<file path="src/rtl/riscv_pkg.sv">
// Shared RV32 constants and the fetch FSM state type.
package riscv_pkg;

  localparam int unsigned XLEN = 32;

  // Canonical NOP: addi x0, x0, 0
  localparam logic [XLEN-1:0] NOP_INSTR = 32'h0000_0013;

  localparam logic [6:0] OPC_LOAD   = 7'b0000011;
  localparam logic [6:0] OPC_STORE  = 7'b0100011;
  localparam logic [6:0] OPC_OP     = 7'b0110011;
  localparam logic [6:0] OPC_OP_IMM = 7'b0010011;
  localparam logic [6:0] OPC_BRANCH = 7'b1100011;

  typedef enum logic [1:0] {
    StIdle  = 2'd0,
    StFetch = 2'd1,
    StFault = 2'd2
  } fetch_state_e;

endpackage

</file>
<file path="src/rtl/ifid_reg.sv">
// IF/ID pipeline register: load a fetched instruction, hold it, or flush it to a NOP bubble.
module ifid_reg #(
  parameter logic [31:0] NOP_INSTR = riscv_pkg::NOP_INSTR
) (
  input  logic        clk,
  input  logic        rst_n,
  input  logic        load,
  input  logic        flush,
  input  logic [31:0] pc_in,
  input  logic [31:0] instr_in,
  output logic        valid,
  output logic [31:0] pc,
  output logic [31:0] instr
);

  import riscv_pkg::*;

  logic             valid_q;
  logic [XLEN-1:0]  pc_q;
  logic [XLEN-1:0]  instr_q;

  // Flush beats load; neither asserted means hold.
  always_ff @(posedge clk or negedge rst_n) begin
    if (!rst_n) begin
      valid_q <= 1'b0;
      pc_q    <= '0;
      instr_q <= NOP_INSTR;
    end else if (flush) begin
      valid_q <= 1'b0;
      pc_q    <= '0;
      instr_q <= NOP_INSTR;
    end else if (load) begin
      valid_q <= 1'b1;
      pc_q    <= pc_in;
      instr_q <= instr_in;
    end
  end

  assign valid = valid_q;
  assign pc    = pc_q;
  assign instr = instr_q;

endmodule

</file>
<file path="src/rtl/fetch_unit.sv">
// Instruction fetch stage: PC, fetch FSM and the IF/ID register.
module fetch_unit #(
  parameter logic [31:0] RESET_PC  = 32'h0000_0000,
  parameter logic [31:0] NOP_INSTR = riscv_pkg::NOP_INSTR
) (
  input  logic        clk,
  input  logic        rst_n,
  output logic        imem_req,
  output logic [31:0] imem_addr,
  input  logic        imem_ready,
  input  logic [31:0] imem_rdata,
  input  logic        stall_i,
  input  logic        branch_taken_i,
  input  logic [31:0] branch_target_i,
  output logic        ifid_valid,
  output logic [31:0] ifid_pc,
  output logic [31:0] ifid_instr,
  output logic [6:0]  ifid_opcode,
  output logic        fetch_fault
);

  import riscv_pkg::*;

  fetch_state_e    state_q;
  logic [XLEN-1:0] pc_q;
  logic            fault_q;

  logic            stall_hold;
  logic            ifid_load;
  logic            ifid_flush;

  // A stall only counts when decode actually holds something; a bubble never blocks.
  always_comb begin
    stall_hold = stall_i && ifid_valid;
    imem_req   = (state_q == StFetch) && !stall_hold;
  end

  // IF/ID control: redirect flushes, stall holds, ready loads, otherwise insert a bubble.
  always_comb begin
    ifid_load  = 1'b0;
    ifid_flush = 1'b0;
    unique case (state_q)
      StFetch: begin
        if (branch_taken_i) begin
          ifid_flush = 1'b1;
        end else if (stall_hold) begin
          ifid_load = 1'b0;
        end else if (imem_ready) begin
          ifid_load = 1'b1;
        end else begin
          ifid_flush = 1'b1;
        end
      end
      StFault: ifid_flush = 1'b1;
      default: ifid_load  = 1'b0;
    endcase
  end

  // Fetch FSM with PC and sticky fault flag; FAULT is left only through reset.
  always_ff @(posedge clk or negedge rst_n) begin
    if (!rst_n) begin
      state_q <= StIdle;
      pc_q    <= RESET_PC;
      fault_q <= 1'b0;
    end else begin
      unique case (state_q)
        StIdle: state_q <= StFetch;
        StFetch: begin
          if (branch_taken_i) begin
            if (branch_target_i[1:0] != 2'b00) begin
              // Misaligned redirect: keep the last legal PC and park.
              state_q <= StFault;
              fault_q <= 1'b1;
            end else begin
              pc_q <= branch_target_i;
            end
          end else if (!stall_hold && imem_ready) begin
            pc_q <= pc_q + 32'd4;
          end
        end
        StFault: fault_q <= 1'b1;
        default: state_q <= StIdle;
      endcase
    end
  end

  ifid_reg #(
    .NOP_INSTR (NOP_INSTR)
  ) u_ifid_reg (
    .clk      (clk),
    .rst_n    (rst_n),
    .load     (ifid_load),
    .flush    (ifid_flush),
    .pc_in    (pc_q),
    .instr_in (imem_rdata),
    .valid    (ifid_valid),
    .pc       (ifid_pc),
    .instr    (ifid_instr)
  );

  assign imem_addr   = pc_q;
  assign ifid_opcode = ifid_instr[6:0];
  assign fetch_fault = fault_q;

endmodule

</file>
<file path="config.mk">
export PLATFORM = sky130hd
export DESIGN_NAME = fetch_unit
export DESIGN_NICKNAME = d
export VERILOG_FILES = /design/src/rtl/riscv_pkg.sv /design/src/rtl/ifid_reg.sv /design/src/rtl/fetch_unit.sv
export SDC_FILE = /design/constraint.sdc
export NUM_CORES = 1
export LEC_CHECK = 0
export ABC_AREA = 1
export CORE_UTILIZATION = 51
export CTS_BUF_LIST = sky130_fd_sc_hd__clkbuf_8
export CTS_CLUSTER_DIAMETER = 120
export DETAILED_ROUTE_END_ITERATION = 7
export GPL_TIMING_DRIVEN = 0
export PLACE_DENSITY = 0.94
export SLEW_MARGIN = 10
export SYNTH_ARGS = -nofsm -noshare
export SYNTH_HDL_FRONTEND = slang
export SYNTH_HIERARCHICAL = 1
export SYNTH_SLANG_ARGS = --single-unit
</file>
<file path="constraint.sdc">
create_clock -name clk -period 2.8 [get_ports clk]
set_input_delay 0.56 -clock clk [delete_from_list [all_inputs] [get_ports clk]]
set_output_delay 0.56 -clock clk [all_outputs]
set_load 0.02 [all_outputs]
</file>
* After elaboration in Yosys (flattened, before gate mapping) *
Index checks and enable logic that the tools add are counted.

storage, ports and cells
  input port bits = 69
  output and inout port bits = 106
  register bits = 100

cells by class
  $add $sub $neg = 1
  equality and inequality tests = 5
  reduce and logical (&&, ||, !) cells = 12
  multiplexer cells = 23
  bitwise logic cells = 1

operators with widths
  operator                                                               count
  32-bit 2-to-1 mux                                                      7
  32-bit by 3-bit adder with 32-bit output, second input constant        1
  1-bit 2-to-1 mux                                                       11
  3-bit AND reduction                                                    3
  2-bit nonzero test                                                     4
  2-bit case mux with 3 select lines                                     1
  2-bit 2-to-1 mux                                                       2
  2-bit != test, second input constant                                   2
  1-bit case mux with 2 select lines                                     2
  1-bit logical AND                                                      3
  2-bit by 1-bit equality test with 1-bit output, second input constant  1
  2-bit equality test, second input constant                             1
  2-bit logical NOT                                                      1
  2-bit by 1-bit != test with 1-bit output, second input constant        1
  1-bit logical NOT                                                      1
  1-bit NOT                                                              1

* Depth between registers and ports, before layout *
  word-level depth = 6
  depth in mapped cells = 11
  gate-level depth less buffers = 10

* By module *
The synthesis kept the hierarchy.

modules (own cells, without submodules)
  module      cells each  sequential area each (µm²)  area an instance (µm²)  instances
  fetch_unit  434         875.8                       2662.6                  1
  ifid_reg    280         1630.3                      2549.9                  1

* Worst setup path before layout *
Ideal clock, no wire load.

  path kind = register to register
  from = reg state_q[1]
  to = reg u_ifid_reg.pc_q[4] (netlist: u_ifid_reg/pc[4])
  cell stages (with the launch flop) = 11
  clock period less this slack = 2.216 ns
  arrival time = 2.099 ns
  data required time = 2.683 ns
  library setup time = 0.117 ns
  path slack = 0.584 ns
  cell sequence = dfrtp_1 > inv_1 > ha_1 > inv_2 > nor2_1 > nand2_1 > a21boi_0 > inv_2 > buf_2 > nand3_1 > nand2_1

between the ends
  cells in the longest elaborated chain, start to end = 3

ends and longest elaborated chain
  item                                                                                   RTL line          source
  start, declared                                                                        fetch_unit.sv:24  fetch_state_e state_q;
  start signal, assigned                                                                 fetch_unit.sv:62  state_q <= StIdle;
  start signal, assigned                                                                 fetch_unit.sv:67  StIdle: state_q <= StFetch;
  start signal, assigned                                                                 fetch_unit.sv:72  state_q <= StFault;
  2-bit equality test or 2-bit by 1-bit equality test with 1-bit output (tied branches)  fetch_unit.sv:42  unique case (state_q)
  1-bit case mux with 2 select lines (*)                                                 fetch_unit.sv:42
  via ifid_flush                                                                         fetch_unit.sv:30  logic ifid_flush;
  32-bit 2-to-1 mux or 2-bit nonzero test (tied branches)                                --
  end signal, assigned                                                                   ifid_reg.sv:34    pc_q <= pc_in;
  end, declared                                                                          ifid_reg.sv:19    logic [XLEN-1:0] pc_q;

Mark *: on every way through the listed nets, which the timed path passes. The rest lies on a longest branch.
A chain may end at the register's enable or synchronous reset.

* Worst setup path in the final report *
  from = reg state_q[1]
  to = out imem_req

between the ends
  cells in the longest elaborated chain, start to end = 2

ends and longest elaborated chain
  item                                            RTL line          source
  2-bit by 1-bit equality test with 1-bit output  fetch_unit.sv:35  imem_req = (state_q == StFetch) && !stall_hold;
  1-bit logical AND                               fetch_unit.sv:35
  end, declared                                   fetch_unit.sv:8   output logic imem_req,

Every way passes these cells.

==> results_dict.tcl <==
set metrics [dict create \
    final_common_cell "nand2_1" \
    regArea_sq_um 2510 \
    critPathArrivalTime_ns 1.87 \
    worstHoldPathType "input port to async pin" \
    cts_max_level 3 \
    yosysSeqAreaShare_pct 48.1 \
    rsz0062_at_grt "false" \
    multi_input_area_sq_um 2300 \
    grt_pass1_wl_microns 23900 \
    setup_viol 0 \
    synth-edff-count 0 \
    cts-buffers-inserted 9 \
    die_w_microns 103 \
    cts_tree "done" \
    fill_cells 779 \
    status "completed" \
    dr.pass1.iters 5 \
    syn_area_per_cell_sq_um 7.30 \
    dr_total_vias 5438 \
    initial_core_util_pct 53.1 \
    track_usage_pct 29.6 \
    fmax_mhz 411 \
    cts_resized 0 \
    clk_pin_slew_worst_paths_ns 0.11 \
    mostFrequentLayoutCells "284 x nand2_1, 172 x clkdlybuf4s50_1, 97 x dfrtp_1" \
    design.core.area_sq_um 9820 \
    antenna_left 0 \
    final_area_sq_um 7330 \
    die_height_microns 103 \
    port_buffers 173 \
    final.period_utilization_pct 86.8 \
    clk_latency_ns 0.37 \
    min_period_ns 2.43 \
    holdBufCountCts 0 \
    relSlewSlack_pct 37.0 \
    grt_max_degree 59 \
    viasPerCell 5.24 \
    routed_wl_microns 15400 \
    row_count 36 \
    layout-drive-gt1-share_pct 8.30 \
    p_per_area_nw_per_um2 1100 \
    first_iter_violations 321 \
    cts.path.max_buffers 2 \
    cp_max_fo 4 \
    globalplace.congestion 0.898 \
    post_drt_wl_per_cell_microns 14.9 \
    start_kind "register" \
    grt_pass1_vias 5053 \
    drc_errors 0 \
    antenna_found_initial 0 \
    critPathKind "register to output pin" \
    area_delta_synth_final_pct 40.6 \
    ys.warnings.count 6 \
    placed_area_sq_um 7140 \
    die_area_sq_um 10600 \
    reg2reg_depth 10 \
    slew_violations 0 \
    ys_ff_latch 100 \
    cap_violations 0 \
    nets 972 \
    endpoint_kind "output pin" \
    syn_nets 787 \
    fin_skew_ns 0.0121 \
    tightest_slew_ns 0.936 \
    ys.flop_type "dfrtp_1" \
    ir_worst_vdd_uv 627 \
    synth.distinct_cells 27 \
    leakage_nw 3.56 \
    cp.required_ns 2.24 \
    cts_setup_buffers 0 \
    synth_cells 714 \
    n_antenna_cell 0 \
    hold_viol 0 \
    synth_area_sq_um 5210 \
    cts-root-buf "clkbuf_8" \
    numClockSinks 100 \
    async_reset_ff_share_pct 100 \
    dp_hpwl_microns 11500 \
    p_total_mw 8.03 \
    overflow 0 \
    ios 175 \
]
[worst max-delay path, cell delays in order (launching register included)]
cell and delay [ns]:
dfrtp_1 0.41, inv_1 0.08, ha_1 0.17, inv_2 0.07, nor2_1 0.14, clkdlybuf4s50_1 0.62
[sequential cells by signal, summed over array words and instances, names as in the netlist]
signal and flops:
fetch_fault 1, imem_addr 32, state_q 2, u_ifid_reg/instr 32
u_ifid_reg/pc 32, u_ifid_reg/valid 1
[path summary, 6_finish.rpt]
path	start	end	slack, ns
min in group clk	u_ifid_reg/pc[27]$_DFFE_PN0P_	u_ifid_reg/pc[27]$_DFFE_PN0P_	0.48
worst min-delay path	rst_n	u_ifid_reg/instr[7]$_DFFE_PN0P_	0.17
worst max-delay path	state_q[1]$_DFFE_PN0P_	imem_req	0.37
max in group asynchronous	rst_n	imem_addr[5]$_DFFE_PN0P_	1.96
worst max register to register	state_q[1]$_DFFE_PN0P_	u_ifid_reg/pc[13]$_DFFE_PN0P_	0.40
worst min register to register	u_ifid_reg/pc[27]$_DFFE_PN0P_	u_ifid_reg/pc[27]$_DFFE_PN0P_	0.48
[metrics by stage]
step	setup WS, ns	std cells	utilization [%]	hold WS (ns)	setup TNS, ns
after floorplan	0.584	714	-	0.264	0
after global placement	-2.45	1020	72.4	0.453	-240.69
after detailed placement	0.0780	1021	72.7	0.459	0
after CTS	0.367	1037	74.6	0.177	0
after global routing	0.188	1037	74.6	0.195	0
final	0.369	1037	74.6	0.165	0
[report_power, final]
group	switching, mW	leakage [nW]	internal, mW
clock network	0.556	0.0958	0.366
registers	0.672	1.29	2.06
logic	2.53	2.18	1.84
[per-layer routing]
layer / track usage (%) / up-vias / part of all wire [%]
met5: 0 / - / 0
met4: 13.3 / 0 / 2.5
met3: 6.03 / 32 / 9.1
met2: 49.9 / 275 / 48
met1: 36.8 / 2524 / 41
li1: - / 2607 / -
[logic make-up after synthesis]
group                    synth area share [%]
buffers and inverters                    7.73
flip-flops                               48.1
AO/OA/AOI/OAI                            4.82
adder cells (fa/ha/maj)                 0.960
AND/OR/NAND/NOR                          38.4
[cell type report]
type,count,area share [%]
Clock inverter,6,0.734
Inverter,47,2.41
Clock buffer,10,1.88
Multi-Input combinational cell,529,31.4
Sequential cell,100,34.2
Buffer,38,3.09
Tap cell,133,2.27
Timing Repair Buffer,174,24.0
[cells in the mapped netlist (3+ instances only)]
library cell / number / area [sq um]
nand2_1: 284 / 1070
dfrtp_1: 97 / 2430
nand3_1: 96 / 480
nor2_1: 79 / 297
inv_1: 43 / 161
a21oi_1: 23 / 115
buf_2: 22 / 110
o21ai_0: 15 / 75.1
buf_4: 9 / 67.6
nor2_4: 6 / 67.6
ha_1: 4 / 50.1
inv_2: 4 / 15.0
buf_6: 3 / 33.8
clkbuf_1: 3 / 11.3
dfstp_2: 3 / 78.8
nor2_2: 3 / 18.8
o21bai_1: 3 / 22.5
o22ai_1: 3 / 18.8
or2_2: 3 / 18.8
Note: power is estimated with default switching activity, not from simulation.
